===== src/rtl/s_axi4l_wr_arbiter.sv =====
// s_axi4l_wr_arbiter
//   Two requesters share the single register-file write port. These are the
//   AXI4-Lite write channel (bus) and an internal hardware update port (hw).
//   Bus writes cannot be stalled, so they are queued in a small FIFO. Hw writes
//   use a valid/ready handshake. A two-way round-robin arbiter loads a
//   registered output stage, and that stage holds each write until the
//   register file accepts it.
//
// Handshake semantics:
//   - A transfer on a valid/ready pair happens on a rising edge where both
//     valid and ready are 1.
//   - A valid source keeps its payload stable until that edge.
//   - i_bus_wvalid is the one exception. It is a fire-and-forget pulse with no
//     ready signal.
//
// Ports:
//   i_axi_clock, i_axi_aresetn           clock, async active-low reset
//   i_bus_waddr/wdata/wvalid             bus write pulse into the FIFO
//   o_bus_full, o_bus_ovf                FIFO full (registered), dropped-write pulse
//   i_hw_waddr/wdata/wvalid, o_hw_wready hw update request / accept
//   o_rf_waddr/wdata/wvalid, i_rf_wready register-file write port
//   o_rf_src                             source of held write: 0 = bus, 1 = hw
module s_axi4l_wr_arbiter #(
  parameter int ADDR_WIDTH = 8,
  parameter int DATA_WIDTH = 32,
  parameter int FIFO_DEPTH = 4
) (
  input  logic                  i_axi_clock,
  input  logic                  i_axi_aresetn,
  input  logic [ADDR_WIDTH-1:0] i_bus_waddr,
  input  logic [DATA_WIDTH-1:0] i_bus_wdata,
  input  logic                  i_bus_wvalid,
  output logic                  o_bus_full,
  output logic                  o_bus_ovf,
  input  logic [ADDR_WIDTH-1:0] i_hw_waddr,
  input  logic [DATA_WIDTH-1:0] i_hw_wdata,
  input  logic                  i_hw_wvalid,
  output logic                  o_hw_wready,
  output logic [ADDR_WIDTH-1:0] o_rf_waddr,
  output logic [DATA_WIDTH-1:0] o_rf_wdata,
  output logic                  o_rf_wvalid,
  input  logic                  i_rf_wready,
  output logic                  o_rf_src
);

  localparam int PTR_W = $clog2(FIFO_DEPTH);
  localparam int CNT_W = PTR_W + 1;
  localparam logic [CNT_W-1:0] DEPTH_C = CNT_W'(FIFO_DEPTH);

  // Round-robin state: which source wins when both are pending.
  typedef enum logic {PRIO_BUS = 1'b0, PRIO_HW = 1'b1} prio_e;

  prio_e                 prio_q, prio_d;
  logic [ADDR_WIDTH-1:0] fifo_addr_q [FIFO_DEPTH];
  logic [DATA_WIDTH-1:0] fifo_data_q [FIFO_DEPTH];
  logic [PTR_W-1:0]      wr_ptr_q, rd_ptr_q;
  logic [CNT_W-1:0]      count_q, count_d;
  logic                  full_q, ovf_q;
  logic [ADDR_WIDTH-1:0] rf_waddr_q, rf_waddr_d;
  logic [DATA_WIDTH-1:0] rf_wdata_q, rf_wdata_d;
  logic                  rf_wvalid_q, rf_wvalid_d;
  logic                  rf_src_q, rf_src_d;

  logic stage_free, bus_req, grant_bus, grant_hw, push, pop, drop;

  always_comb begin
    stage_free = !rf_wvalid_q || i_rf_wready;
    bus_req    = (count_q != '0);
    grant_bus  = 1'b0;
    grant_hw   = 1'b0;
    if (stage_free) begin
      if (bus_req && (!i_hw_wvalid || prio_q == PRIO_BUS)) grant_bus = 1'b1;
      else if (i_hw_wvalid)                                 grant_hw  = 1'b1;
    end
    pop  = grant_bus;
    // A pop in the same cycle makes room, so a full FIFO can still take a push.
    push = i_bus_wvalid && ((count_q != DEPTH_C) || pop);
    drop = i_bus_wvalid && (count_q == DEPTH_C) && !pop;
    count_d = count_q + {{PTR_W{1'b0}}, push} - {{PTR_W{1'b0}}, pop};

    prio_d = prio_q;
    if (grant_bus)     prio_d = PRIO_HW;
    else if (grant_hw) prio_d = PRIO_BUS;

    rf_waddr_d  = rf_waddr_q;
    rf_wdata_d  = rf_wdata_q;
    rf_wvalid_d = rf_wvalid_q;
    rf_src_d    = rf_src_q;
    if (grant_bus) begin
      rf_waddr_d  = fifo_addr_q[rd_ptr_q];
      rf_wdata_d  = fifo_data_q[rd_ptr_q];
      rf_wvalid_d = 1'b1;
      rf_src_d    = 1'b0;
    end else if (grant_hw) begin
      rf_waddr_d  = i_hw_waddr;
      rf_wdata_d  = i_hw_wdata;
      rf_wvalid_d = 1'b1;
      rf_src_d    = 1'b1;
    end else if (stage_free) begin
      rf_wvalid_d = 1'b0;
    end
  end

  // FIFO storage carries no reset; the count and pointers define validity.
  always_ff @(posedge i_axi_clock) begin
    if (push) begin
      fifo_addr_q[wr_ptr_q] <= i_bus_waddr;
      fifo_data_q[wr_ptr_q] <= i_bus_wdata;
    end
  end

  always_ff @(posedge i_axi_clock or negedge i_axi_aresetn) begin
    if (!i_axi_aresetn) begin
      prio_q      <= PRIO_BUS;
      wr_ptr_q    <= '0;
      rd_ptr_q    <= '0;
      count_q     <= '0;
      full_q      <= 1'b0;
      ovf_q       <= 1'b0;
      rf_waddr_q  <= '0;
      rf_wdata_q  <= '0;
      rf_wvalid_q <= 1'b0;
      rf_src_q    <= 1'b0;
    end else begin
      prio_q      <= prio_d;
      // Power-of-two depth: pointers wrap by natural overflow.
      if (push) wr_ptr_q <= wr_ptr_q + 1'b1;
      if (pop)  rd_ptr_q <= rd_ptr_q + 1'b1;
      count_q     <= count_d;
      full_q      <= (count_d == DEPTH_C);
      ovf_q       <= drop;
      rf_waddr_q  <= rf_waddr_d;
      rf_wdata_q  <= rf_wdata_d;
      rf_wvalid_q <= rf_wvalid_d;
      rf_src_q    <= rf_src_d;
    end
  end

  assign o_bus_full  = full_q;
  assign o_bus_ovf   = ovf_q;
  assign o_hw_wready = grant_hw;
  assign o_rf_waddr  = rf_waddr_q;
  assign o_rf_wdata  = rf_wdata_q;
  assign o_rf_wvalid = rf_wvalid_q;
  assign o_rf_src    = rf_src_q;

endmodule


===== config.mk =====
export PLATFORM = sky130hd
export DESIGN_NAME = s_axi4l_wr_arbiter
export DESIGN_NICKNAME = d
export VERILOG_FILES = /design/src/rtl/s_axi4l_wr_arbiter.sv
export SDC_FILE = /design/constraint.sdc
export NUM_CORES = 1
export LEC_CHECK = 0
export BUFFER_PORTS_ARGS = -buffer_cell sky130_fd_sc_hd__buf_2
export CAP_MARGIN = 20
export CORE_UTILIZATION = 35
export CTS_BUF_LIST = sky130_fd_sc_hd__clkbuf_4 sky130_fd_sc_hd__clkbuf_8 sky130_fd_sc_hd__clkbuf_16
export DETAILED_ROUTE_END_ITERATION = 8
export HOLD_SLACK_MARGIN = 0.03
export PLACE_DENSITY = 0.54
export RECOVER_POWER = 100
export SETUP_SLACK_MARGIN = 0.2
export SLEW_MARGIN = 20
export SYNTH_ARGS = -nofsm -noshare
export SYNTH_HDL_FRONTEND = slang
export SYNTH_SLANG_ARGS = --single-unit
export TNS_END_PERCENT = 100

===== constraint.sdc =====
create_clock -name i_axi_clock -period 3.3 [get_ports i_axi_clock]
set_input_delay 0.66 -clock i_axi_clock [delete_from_list [all_inputs] [get_ports i_axi_clock]]
set_output_delay 0.66 -clock i_axi_clock [all_outputs]
set_load 0.05 [all_outputs]

## Word level (Yosys, flattened, before mapping)

Memories as Yosys holds them, arrays and structs flattened.
Index checks and enable logic that the tools add are counted.

- Memory bits (writable): 160
- Output and inout bits: 45
- Word-level logic and storage cells: 51
- Input bits: 85
- Flip-flop bits (word level): 52
- Memories: 2

Memory list:

| memory | depth | bits a word | read ports | clocked after memory_dff | write ports | line | source |
|---|---|---|---|---|---|---|---|
| fifo_data_q | 4 | 32 | 1 | 0 | 1 | 55 | `logic [DATA_WIDTH-1:0] fifo_data_q [FIFO_DEPTH];` |
| fifo_addr_q | 4 | 8 | 1 | 0 | 1 | 54 | `logic [ADDR_WIDTH-1:0] fifo_addr_q [FIFO_DEPTH];` |

- Reduce and logical (&&, ||, !) cells: 13
- Bitwise operators: 1
- Muxes and demuxes: 18
- Equality and inequality tests: 3
- Add/sub/neg operators: 4

Operators by type and width:

| kind | count |
|---|---|
| 32-bit 2-to-1 mux | 2 |
| 8-bit 2-to-1 mux | 2 |
| 1-bit 2-to-1 mux | 14 |
| 3-bit == test, second input constant | 2 |
| 3-bit nonzero test | 2 |
| 2-bit by 1-bit adder with 2-bit output, second input constant | 2 |
| 1-bit logical AND | 4 |
| 3-bit by 1-bit adder with 3-bit output | 1 |
| 1-bit logical NOT | 3 |
| 1-bit logical OR | 3 |
| 3-bit != test, second input constant | 1 |
| 3-bit by 1-bit subtractor with 3-bit output | 1 |
| 2-bit nonzero test | 1 |
| 1-bit inverter | 1 |

## Logic depth before layout (Yosys ltp)

Gate-level depths: netlist of the first run.

- Word-level depth: 10
- Mapped depth: 12
- Gate-level depth less buffers: 11

## Least setup slack after synthesis of the first run

Ideal clock, no wire load.

- Path kind: input -> register
- Start: input port i_rf_wready
- End: register full_q, in the netlist o_bus_full
- Setup time: 0.088 ns
- Arrival: 2.639 ns
- Path slack: 0.573 ns
- Required time: 3.212 ns
- Cell stages on the path: 12
- Buffers on the path: 1
- Path through: nand2b_1 > buf_2 > nand2_1 > a31oi_2 > inv_1 > ha_1 > inv_1 > ha_1 > fa_1 > xor2_1 > xnor2_1 > nor3b_1

- Word-level cells in the longest chain between the ends: 7

Ends and longest elaborated chain:

| item | line | source |
|---|---|---|
| start, declared | 42 | `input logic i_rf_wready,` |
| 1-bit logical OR (*) | 67 | `stage_free = !rf_wvalid_q \|\| i_rf_wready;` |
| 1-bit 2-to-1 mux (*) | 71 | `if (stage_free) begin` |
| 1-bit logical OR | 77 | `push = i_bus_wvalid && ((count_q != DEPTH_C) \|\| pop);` |
| 1-bit logical AND | 77 |  |
| 3-bit by 1-bit adder with 3-bit output | 79 | `count_d = count_q + {{PTR_W{1'b0}}, push} - {{PTR_W{1'b0}}, pop};` |
| 3-bit by 1-bit subtractor with 3-bit output (*) | 79 |  |
| net count_d[2] | 57 | `logic [CNT_W-1:0] count_q, count_d;` |
| 3-bit == test (*) | 130 | `full_q <= (count_d == DEPTH_C);` |
| end signal, assigned | 130 |  |
| end, declared | 58 | `logic full_q, ovf_q;` |

Mark *: on every way through the listed nets, which the timed path passes. The rest lies on a longest branch.
A chain may end at the register's enable or synchronous reset.

## Worst setup path after layout of the first run

- Start: register prio_q
- End: memory fifo_addr_q[2][6], enable pin

- Word-level cells in the longest chain between the ends: 9

Ends and longest elaborated chain:

| item | line | source |
|---|---|---|
| start, declared | 53 | `prio_e prio_q, prio_d;` |
| start signal, assigned | 125 | `prio_q <= prio_d;` |
| 1-bit inverter | 72 | `if (bus_req && (!i_hw_wvalid \|\| prio_q == PRIO_BUS)) grant_bus = 1'b1;` |
| 1-bit logical OR | 72 |  |
| 1-bit logical AND | 72 |  |
| 1-bit 2-to-1 mux | 72 |  |
| 1-bit 2-to-1 mux | 71 |  |
| 1-bit logical OR | 77 |  |
| 1-bit logical AND | 77 |  |
| 1-bit 2-to-1 mux | 106 | `if (push) begin` |
| 1-bit 2-to-1 mux (not written as such) | 107 | `fifo_addr_q[wr_ptr_q] <= i_bus_waddr;` |
| end, declared | 54 |  |

No other way between the ends.

==> flow_summary_export.csv, run 1 <==
group,metric,value,unit
outcome,status,"complete, no violations",
grt,grt_pass1_vias,4622,
die,core,0.0228,mm²
die,die_h,155,µm
drt,route.detailed.drc,0,
pwr,powerDensity,987,mW/mm²
setup_path,reg2reg_slack,0.60,ns
logic_synthesis,ys_seq_elements,212,
cts,clock_tree.buffer_depth,3,
sta,timing.fmax,371,MHz
grt,grt_pass1_wl,26.3,mm
grt,grt_overflow,0,
worst_hold_path,min_from,"i_hw_wdata[3]",
sta,rsz0062_at_grt,"false",
setup_path,crit_path_end,"fifo_addr_q[2][6]",
setup_path,path_class,"reg -> reg",
logic_synthesis,ys_seq_area_frac,0.748,
die,start_util,0.358,
sta,fin_tns_setup,0,ns
worst_hold_path,hp-class,"in -> reg",
sta,finalSetupViolations,0,
place,gp_congestion,0.717,
logic_synthesis,ys.flop_type,"edfxtp_1",
logic_synthesis,syn_avg_cell_area,20.4,µm²
grt,antenna_found_initial,1,
die,dieArea,0.0239,mm²
place,port-buffer-count,129,
drt,routed_via_density,4.83,
sta,fin_crit_sh,0.817,
sta,finalHoldViolations,0,
layout,final_nets,639,
pwr,power,9690,µW
pwr,p_leak,0.00345,µW
setup_path,critPathRequiredTime,3.42,ns
drt,drt_iter0_drc,203,
logic_synthesis,synth_edf_count,160,
layout,stdcell_count,879,
logic_synthesis,synth_top_area_share,0.589,
drt,drt_wl_total,16.8,mm
layout,regArea,0.00611,mm²
setup_path,cp_data_arrival_time,2.81,ns
cts,cts_tree,"yes",
flow_run,maxCapViolCount,0,
cts,numCtsBuffers,23,
setup_path,reg2regPathDepth,6,
grt,grt_max_degree,42,
pwr,ir_drop,0.367,mV
setup_path,crit_path_start_kind,"flip-flop",
cts,clk_latency,0.50,ns
layout,drive_above_1_share,0.255,
logic_synthesis,synth_top_area_cell,"edfxtp_1",
setup_path,r2r_start,"prio_q",
sta,holdWs,0.391,ns
cts,clk_pin_slew,0.06,ns
die,io_pins,130,
sta,fin_skew,0.00880,ns
sta,post-route-min-period,2.70,ns
die,fp-row-count,55,
grt,grtUsageTotal,0.147,
setup_path,worstPathMaxFanout,26,
logic_synthesis,yosysWarnings,0,
logic_synthesis,synth_nets,492,
logic_synthesis,synthCells,400,
setup_path,cp-end-kind,"flip-flop",
cts,cts_root_buf,"clkbuf_16",
logic_synthesis,async_reset_ff_frac,0.245,
drt,drtPass1Iterations,4,
cts,htreeDepth,1,
logic_synthesis,synth_common_cells,"edfxtp_1 (160), dfrtp_1 (52), a221o_1 (40), mux4_2 (40), nor2b_1 (40)",
layout,multiInputGateArea,0.00185,mm²
place,dpl.cell_count,834,
logic_synthesis,yosysUniqueCellTypes,31,
die,chipWidth,155,µm
drt,wl_per_cell,19.1,µm
setup_path,crit_start,"prio_q",
cts,cts_sinks,212,
logic_synthesis,synth_most_common_cell,"edfxtp_1",
sta,slew_violations,0,
sta,worstMarginPinSlew,1.43,ns
place,dp_hpwl,10.4,mm
layout,area_growth,20.3,%
drt,via_count,4245,
logic_synthesis,ys_top_cells_by_area,"edfxtp_1 (59%), dfrtp_1 (16%), mux4_2 (11%), a221o_1 (4.9%), nor2b_1 (3.1%)",
logic_synthesis,syn_area,0.00816,mm²
drt,ant_nets,0,
layout,fillers,2076,
setup_path,timing.rr.end,"fifo_addr_q[2][6]",
sta,maxSlewHeadroom,0.0452,
-- final cells by class --
| class | count | area share |
|---|---|---|
| sequential | 212 | 0.622 |
| multi-input combinational | 157 | 0.189 |
| clock buffer | 31 | 0.0684 |
| timing repair buffer | 145 | 0.0654 |
| tap | 313 | 0.0399 |
| clock inverter | 11 | 0.0116 |
| inverter | 8 | 0.00306 |
| antenna | 2 | 0.000510 |
-- per-stage QoR --
| step | setup WS (ns) | instance area (µm²) | utilization |
|---|---|---|---|
| 2_1_floorplan | 0.573 | 8160 | - |
| 3_3_place_gp | 0.625 | 9200 | 0.404 |
| 3_5_place_dp | 0.529 | 9200 | 0.404 |
| 4_1_cts | 0.803 | 9990 | 0.439 |
| 5_1_grt | 0.339 | 9810 | 0.431 |
| 6_report | 0.602 | 9820 | 0.431 |
-- sequential cells by signal, summed over array words and instances (netlist names) --
signal / count
count_q: 3
fifo_addr_q: 32
fifo_data_q: 128
o_bus_full: 1
o_bus_ovf: 1
o_rf_src: 1
o_rf_waddr: 8
o_rf_wdata: 32
o_rf_wvalid: 1
prio_q: 1
rd_ptr_q: 2
wr_ptr_q: 2
-- where the power goes --
group          total, µW  leakage [µW]  switching [µW]  internal, µW
sequential          4000       0.00210             365          3630
combinational       3110      0.000962            1960          1150
clock               2580      0.000392             993          1590
total               9690       0.00345            3320          6370
-- critical path: stages, from the launching register on --
cell and delay [ns]:
dfrtp_1 0.39, nand2_1 0.12, nand2_1 0.09, a31oi_1 0.24
clkbuf_1 0.27, and2_2 0.47, clkbuf_2 0.72
-- metal layers --
layer	GRT usage	wire (µm)
met5	0	0
met4	0.0363	197
met3	0.0314	1020
met2	0.254	8410
met1	0.187	7180
-- repair_timing --
item                      in CTS  in global routing
resized for setup              0                  0
hold endpoints to repair       6                  0
setup buffers                  0                  0
hold buffers                   1                  0
-- placed cells by master, fill, tap and decap left out, types with 2 or more instances in the layout --
cell	instances
buf_2	43
nor2_1	4
edfxtp_1	160
clkinvlp_4	2
nand2_1	4
clkbuf_16	24
clkinv_2	6
dfrtp_1	50
clkbuf_4	4
xnor2_1	4
inv_1	7
a221o_1	40
buf_4	4
clkbuf_8	3
diode_2	2
bufinv_16	2
nor2b_1	40
and2_2	4
mux4_2	40
clkbuf_2	5
clkbuf_1	91
ha_1	6
-- how the worst min path moves through the flow --
stage / endpoint / slack, ns / depth (start not counted)
floorplan: count_q[0] / 0.36 / 0
global placement: o_rf_waddr[2] / 0.49 / 1
detailed placement: o_rf_wdata[18] / 0.49 / 1
CTS: fifo_data_q[2][31] / 0.35 / 1
global route: o_rf_wdata[3] / 0.37 / 2
finish: o_rf_wdata[3] / 0.39 / 2
-- cell families (layout without fill, tap and decap cells) --
family,Yosys count,in the layout,share of synthesized area
mux,41,41,0.112
compound gates,44,44,0.0529
other cells,0,2,0
buf+inv,31,195,0.0253
xor+xnor,5,5,0.00537
fa+ha+maj,7,7,0.0117
flops,212,212,0.748
simple gates,60,60,0.0446
(Power assumes the default switching activity.)
==> inputs of run 2 (changes only) <==
--- a/config.mk
+++ b/config.mk
@@ -5,13 +5,14 @@
 export SDC_FILE = /design/constraint.sdc
 export NUM_CORES = 1
 export LEC_CHECK = 0
+export ABC_AREA = 1
 export BUFFER_PORTS_ARGS = -buffer_cell sky130_fd_sc_hd__buf_2
 export CAP_MARGIN = 20
 export CORE_UTILIZATION = 35
 export CTS_BUF_LIST = sky130_fd_sc_hd__clkbuf_4 sky130_fd_sc_hd__clkbuf_8 sky130_fd_sc_hd__clkbuf_16
 export DETAILED_ROUTE_END_ITERATION = 8
 export HOLD_SLACK_MARGIN = 0.03
-export PLACE_DENSITY = 0.54
+export PLACE_DENSITY = 0.55
 export RECOVER_POWER = 100
 export SETUP_SLACK_MARGIN = 0.2
 export SLEW_MARGIN = 20
==> constraint.sdc (replaced) <==
create_clock -name i_axi_clock -period 2.25 [get_ports i_axi_clock]
set_input_delay 0.45 -clock i_axi_clock [delete_from_list [all_inputs] [get_ports i_axi_clock]]
set_output_delay 0.45 -clock i_axi_clock [all_outputs]
set_load 0.05 [all_outputs]
==> run 2 against run 1 <==
Clock skew grew 0.0083 ns. Global-route usage grew 0.97 points. Critical path type unchanged. Combinational power rose by 94%. Sequential cell count unchanged. Largest cell class unchanged.
==> flow_summary_export.csv, run 2 <==
group,metric,value,unit
layout,area_growth,20.3,%
logic_synthesis,ys_seq_area_frac,0.659,
setup_path,path_class,"reg -> reg",
sta,post-route-min-period,2.11,ns
layout,final_util,0.429,
logic_synthesis,synth_top_area_cell,"edfxtp_1",
logic_synthesis,synth_top_family_by_area,"simple AND/OR/NAND/NOR gates",
drt,wl_per_cell,14.2,µm
cts,cts_tree,"yes",
setup_path,cp_cell_sequence,"nor2_1 -> nand2_2 -> nand3_4 -> nand2_4 -> nand2_8 -> ha_4 -> inv_2 -> ha_4 -> fa_2 -> xnor2_2 -> xor2_1 -> and2_0",
drt,via_count,6309,
die,core,0.0260,mm²
outcome,status,"complete, no violations",
pwr,p_leak,0.00500,µW
logic_synthesis,synth_most_common_cell,"nand2_1",
logic_synthesis,synthAdderAreaFrac,0.0103,
drt,ant_nets,0,
grt,grt_overflow,0,
sta,fin_crit_sh,0.939,
layout,layout_commonest_cell,"nand2_1",
place,post-place-ws,-0.0272,ns
layout,final_cell_mix,"nand2_1 (252), inv_1 (171), edfxtp_1 (160)",
setup_path,critPathSlowestCell,"dfrtp_1",
setup_path,worstPathMaxFanout,4,
pwr,powerDensity,1390,mW/mm²
worst_hold_path,hp-class,"in -> reg",
place,dp_hpwl,12.7,mm
place,port-buffer-count,129,
flow_run,maxCapViolCount,0,
setup_path,critPathRequiredTime,2.64,ns
layout,final_nets,1194,
sta,worst_slack,0.137,ns
setup_path,crit_path_max_incr_delay,0.37,ns
logic_synthesis,synth_top_area_share,0.518,
setup_path,crit_path_start_kind,"flip-flop",
logic_synthesis,async_reset_ff_frac,0.245,
sta,slew_violations,0,
logic_synthesis,synth_edf_count,160,
cts,htreeDepth,1,
logic_synthesis,yosysUniqueCellTypes,21,
sta,finalSetupViolations,0,
cts,cts_root_buf,"clkbuf_16",
setup_path,cp_common_cell,"ha_4",
logic_synthesis,synth_common_cells,"nand2_1 (256), inv_1 (175), edfxtp_1 (160)",
drt,routed_via_density,4.34,
sta,maxSlewHeadroom,0.197,
worst_hold_path,min_from,"i_bus_wdata[2]",
logic_synthesis,synth_nets,1046,
setup_path,r2r_start,"count_q[1]",
layout,top_register,"fifo_data_q",
logic_synthesis,ys.flop_type,"edfxtp_1",
logic_synthesis,syn_avg_cell_area,9.72,µm²
logic_synthesis,ys_seq_elements,212,
logic_synthesis,syn_area,0.00927,mm²
cts,numCtsBuffers,24,
cts,clk_latency,0.52,ns
grt,grt_pass1_vias,5928,
sta,timing.fmax,473,MHz
logic_synthesis,synth_compound_area_frac,0.0221,
layout,drive_above_1_share,0.123,
die,chipWidth,165,µm
layout,largest_register_ffs,128,
sta,worstMarginPinSlew,1.21,ns
die,die_h,165,µm
drt,drt_iter0_drc,374,
drt,drtPass1Iterations,5,
grt,grt_pass1_wl,32.4,mm
setup_path,crit_start,"count_q[1]",
die,io_pins,130,
die,start_util,0.357,
die,fp-row-count,59,
cts,clock_tree.buffer_depth,3,
drt,route.detailed.drc,0,
die,dieArea,0.0271,mm²
drt,drt_wl_total,20.7,mm
grt,grt_max_degree,82,
sta,finalHoldViolations,0,
logic_synthesis,synth-simple-area-share,0.205,
place,gp_congestion,0.737,
cts,cts_sinks,212,
logic_synthesis,synth_xor_area_frac,0.00283,
setup_path,cp-end-kind,"flip-flop",
cts,clk_pin_slew,0.06,ns
sta,fin_skew,0.0171,ns
setup_path,cp_data_arrival_time,2.51,ns
logic_synthesis,synthCells,954,
sta,rsz0062_at_grt,"true",
logic_synthesis,yosysWarnings,0,
grt,antenna_found_initial,1,
layout,fillers,2568,
grt,grtUsageTotal,0.156,
logic_synthesis,ys_top_cells_by_area,"edfxtp_1 (52%), dfrtp_1 (14%), nand2_1 (10%), inv_1 (7.1%), nor2_1 (5.1%)",
pwr,ir_drop,0.822,mV
logic_synthesis,synthMuxAreaShare,0,
[run 2: changes by cell type in the layout (fill, tap and decap cells not counted), moves of 13 or more]
cell     delta
o21ai_0    +36
nand3_1    +84
nor2_1    +119
nand2_1   +248
buf_4      +13
mux4_2     -40
a221o_1    -40
nor2b_1    -40
inv_1     +164
[run 2: repair_timing]
| action | in CTS | in global routing |
|---|---|---|
| setup buffers | 3 | 4 |
| resized for setup | 1 | 4 |
| endpoints found under the setup margin | 3 | 3 |
| hold buffers | 1 | 0 |
| pin swaps | 3 | 2 |
| endpoints found under the hold margin | 15 | 0 |
[run 2: cell families (layout without fill, tap and decap cells)]
| family | after synthesis | after routing |
|---|---|---|
| AO/OA/AOI/OAI | 41 | 41 |
| buffers and inverters | 219 | 384 |
| XOR/XNOR | 3 | 3 |
| AND/OR/NAND/NOR | 472 | 472 |
| other | 0 | 1 |
| flip-flops | 212 | 212 |
| adder cells (fa/ha/maj) | 7 | 7 |
[run 2: area by class of cell]
cell class / instances / area [µm²] / share of cell area
sequential: 212 / 6110 / 0.548
multi-input combinational: 523 / 2320 / 0.208
timing repair buffer: 165 / 848 / 0.0761
clock buffer: 34 / 707 / 0.0634
inverter: 176 / 661 / 0.0592
tap: 335 / 419 / 0.0376
clock inverter: 9 / 81.3 / 0.00729
antenna: 1 / 2.50 / 0.000224
[run 2: worst paths after layout]
kind	end	cells past startpoint	slack (ns)
max	o_bus_full	12	0.14
min	fifo_data_q[1][2]	1	0.19
max reg2reg	o_bus_full	12	0.14
min reg2reg	o_rf_src	2	0.48
max in group asynchronous	rd_ptr_q[0]	3	0.33
min in group asynchronous	o_rf_wdata[2]	2	0.71
[run 2: critical path: cells and delay by family, from the launching register on]
family | cells | cell delay, ns
flip-flops | 1 | 0.37
XOR/XNOR | 2 | 0.30
AND/OR/NAND/NOR | 6 | 0.54
buffers and inverters | 1 | 0.03
adder cells (fa/ha/maj) | 3 | 0.74
[run 2: per-layer routing]
| layer | up-vias | global-route usage | wire length, µm |
|---|---|---|---|
| met5 | - | 0 | 0 |
| met4 | 0 | 0.0371 | 408 |
| met3 | 28 | 0.0291 | 915 |
| met2 | 117 | 0.259 | 9690 |
| met1 | 2896 | 0.211 | 9670 |
| li1 | 3268 | - | - |
[run 2: power breakdown]
part | total [µW] | internal [µW] | leakage (µW) | switching (µW)
clock network | 3810 | 2300 | 0.000397 | 1510
registers | 5680 | 5320 | 0.00205 | 359
logic | 6040 | 1620 | 0.00256 | 4420
total | 15500 | 9240 | 0.00500 | 6280
[run 2: stage by stage]
step | area, µm² | setup TNS, ns | hold WS [ns] | std cells | total power [µW]
finish | 11200 | 0 | 0.186 | 1455 | 15500
global route | 11200 | 0 | 0.187 | 1454 | 16600
global placement | 10500 | -0.00582 | 0.456 | 1403 | 11900
CTS | 11300 | 0 | 0.120 | 1450 | 15900
detailed placement | 10500 | -0.0272 | 0.454 | 1403 | 12000
floorplan | 9370 | 0 | 0.154 | 954 | 10200
==> inputs of run 3 (changes only) <==
--- a/config.mk
+++ b/config.mk
@@ -13,7 +13,7 @@
 export DETAILED_ROUTE_END_ITERATION = 8
 export HOLD_SLACK_MARGIN = 0.03
 export PLACE_DENSITY = 0.55
-export RECOVER_POWER = 100
+export RECOVER_POWER = 25
 export SETUP_SLACK_MARGIN = 0.2
 export SLEW_MARGIN = 20
 export SYNTH_ARGS = -nofsm -noshare
==> run 3 against run 2 <==
Combinational power is 3.6% higher. First-iteration DRC count increased by 16%. Non-clock buffer count did not move. Clock-buffer cell count unchanged. Clock power about the same. Sequential cell count stayed put. Via count up 0.17%. Design area up 1.6%. Power increased by 1.3%. Die area unchanged. Sequential power hardly changed. Critical endpoint unchanged. Largest cell class unchanged.
==> flow_summary_export.csv, run 3 (synthesized netlist as in run 2, its figures left out) <==
group,metric,value,unit
die,fp-row-count,59,
sta,timing.fmax,473,MHz
sta,fin_crit_sh,0.939,
setup_path,cp-end-kind,"flip-flop",
setup_path,reg2reg_slack,0.14,ns
die,io_pins,130,
layout,top_register,"fifo_data_q",
die,start_util,0.357,
die,core,0.0260,mm²
drt,ant_nets,0,
grt,grt_overflow,0,
layout,final_nets,1194,
cts,cts_root_buf,"clkbuf_16",
layout,layout_commonest_cell,"nand2_1",
setup_path,cp_cell_sequence,"nor2_2 -> nand2_2 -> nand3_4 -> nand2_4 -> nand2_8 -> ha_4 -> inv_2 -> ha_4 -> fa_2 -> xnor2_2 -> xor2_1 -> and2_1",
cts,clock_tree.buffer_depth,3,
drt,via_count,6320,
layout,fillers,2531,
place,dpl.cell_count,1403,
sta,maxSlewHeadroom,0.654,
pwr,powerDensity,1390,mW/mm²
outcome,status,"complete, no violations",
setup_path,path_class,"reg -> reg",
cts,numCtsBuffers,24,
worst_hold_path,hp-class,"in -> reg",
layout,final_cell_mix,"nand2_1 (251), inv_1 (171), edfxtp_1 (160)",
place,port-buffer-count,129,
worst_hold_path,holdPathEnd,"fifo_data_q[0][21]",
place,gp_congestion,0.737,
die,dieArea,0.0271,mm²
grt,grt_pass1_vias,5928,
setup_path,r2r_start,"count_q[1]",
pwr,p_leak,0.00518,µW
place,dp_hpwl,12.7,mm
layout,largest_register_ffs,128,
grt,grt_max_degree,82,
setup_path,timing.rr.end,"o_bus_full",
layout,drive_above_1_share,0.178,
setup_path,critPathRequiredTime,2.64,ns
setup_path,path_delay_family,"adder cells",
sta,post-route-min-period,2.11,ns
drt,route.detailed.drc,0,
die,chipWidth,165,µm
cts,htreeDepth,1,
sta,finalHoldViolations,0,
worst_hold_path,min_from,"i_bus_wdata[21]",
grt,antenna_found_initial,1,
sta,worstMarginPinSlew,0.519,ns
drt,drt_iter0_drc,433,
sta,slew_violations,0,
setup_path,reg2regPathDepth,12,
flow_run,maxCapViolCount,0,
drt,wl_per_cell,14.2,µm
sta,finalSetupViolations,0,
cts,cts_sinks,212,
layout,area_growth,22.2,%
worst_hold_path,hold_depth,1,
cts,clk_latency,0.52,ns
layout,final_util,0.436,
setup_path,worstPathBufferInverterCount,1,
grt,grt_pass1_wl,32.4,mm
cts,cts_tree,"yes",
setup_path,cp_common_cell,"ha_4",
sta,fin_skew,0.0180,ns
die,die_h,165,µm
pwr,ir_drop,0.834,mV
setup_path,critPathSlowestCell,"dfrtp_1",
setup_path,cp_data_arrival_time,2.51,ns
layout,stdcell_count,1455,
setup_path,worstPathMaxFanout,4,
setup_path,crit_path_max_incr_delay,0.39,ns
drt,routed_via_density,4.34,
cts,clk_pin_slew,0.06,ns
setup_path,crit_path_start_kind,"flip-flop",
drt,drt_wl_total,20.7,mm
sta,rsz0062_at_grt,"true",
drt,drtPass1Iterations,4,
grt,grtUsageTotal,0.156,
## run 3: layer usage
metal	GRT usage	part of all wire	vias up
li1	-	-	3268
met1	0.211	0.47	2913
met2	0.259	0.46	111
met3	0.0291	0.046	28
met4	0.0371	0.020	0
met5	0	0	-
## run 3: worst max path at each step
stage	from	to	slack, ns	depth (start not counted)
final	count_q[1]	o_bus_full	0.14	12
after global routing	count_q[1]	o_bus_full	0.04	12
after floorplan	o_rf_wvalid	o_bus_full	0.02	11
after detailed placement	i_hw_wvalid	o_bus_full	-0.03	12
after CTS	count_q[1]	o_bus_full	0.13	12
after global placement	i_hw_wvalid	o_bus_full	-0.006	12
## run 3: per-stage QoR
stage,setup WS [ns],area (µm²),power (µW),setup TNS (ns),hold WS (ns)
finish,0.137,11300,15700,0,0.163
global route,0.0399,11300,16800,0,0.160
CTS,0.130,11300,15900,0,0.120
detailed placement,-0.0272,10500,12000,-0.0272,0.454
global placement,-0.00582,10500,11900,-0.00582,0.456
floorplan,0.0170,9370,10200,0,0.154
## run 3: worst register-to-register path, delay by kind of cell, from the launching register on
kind | cells | cell delay (ns)
simple gates | 6 | 0.54
flops | 1 | 0.39
fa+ha+maj | 3 | 0.74
buf+inv | 1 | 0.03
xor+xnor | 2 | 0.30
## run 3: cell type report
| class | count | area (µm²) | area share |
|---|---|---|---|
| antenna | 1 | 2.50 | 0.000221 |
| clock buffer | 34 | 707 | 0.0624 |
| clock inverter | 9 | 81.3 | 0.00718 |
| inverter | 176 | 661 | 0.0583 |
| multi-input combinational | 523 | 2330 | 0.206 |
| sequential | 212 | 6110 | 0.539 |
| tap | 335 | 419 | 0.0370 |
| timing repair buffer | 165 | 1010 | 0.0893 |
## run 3: what timing repair did
action	in CTS	in global routing
setup endpoints to repair	3	3
gates resized for setup	1	4
hold buffers	1	0
endpoints found under the hold margin	15	0
buffers inserted	3	4
pin swaps	3	2
## run 3: power breakdown
group | leakage, µW | switching (µW) | internal, µW | total (µW)
clock | 0.000397 | 1500 | 2300 | 3800
combinational | 0.00273 | 4440 | 1830 | 6260
sequential | 0.00205 | 350 | 5320 | 5670
total | 0.00518 | 6290 | 9440 | 15700
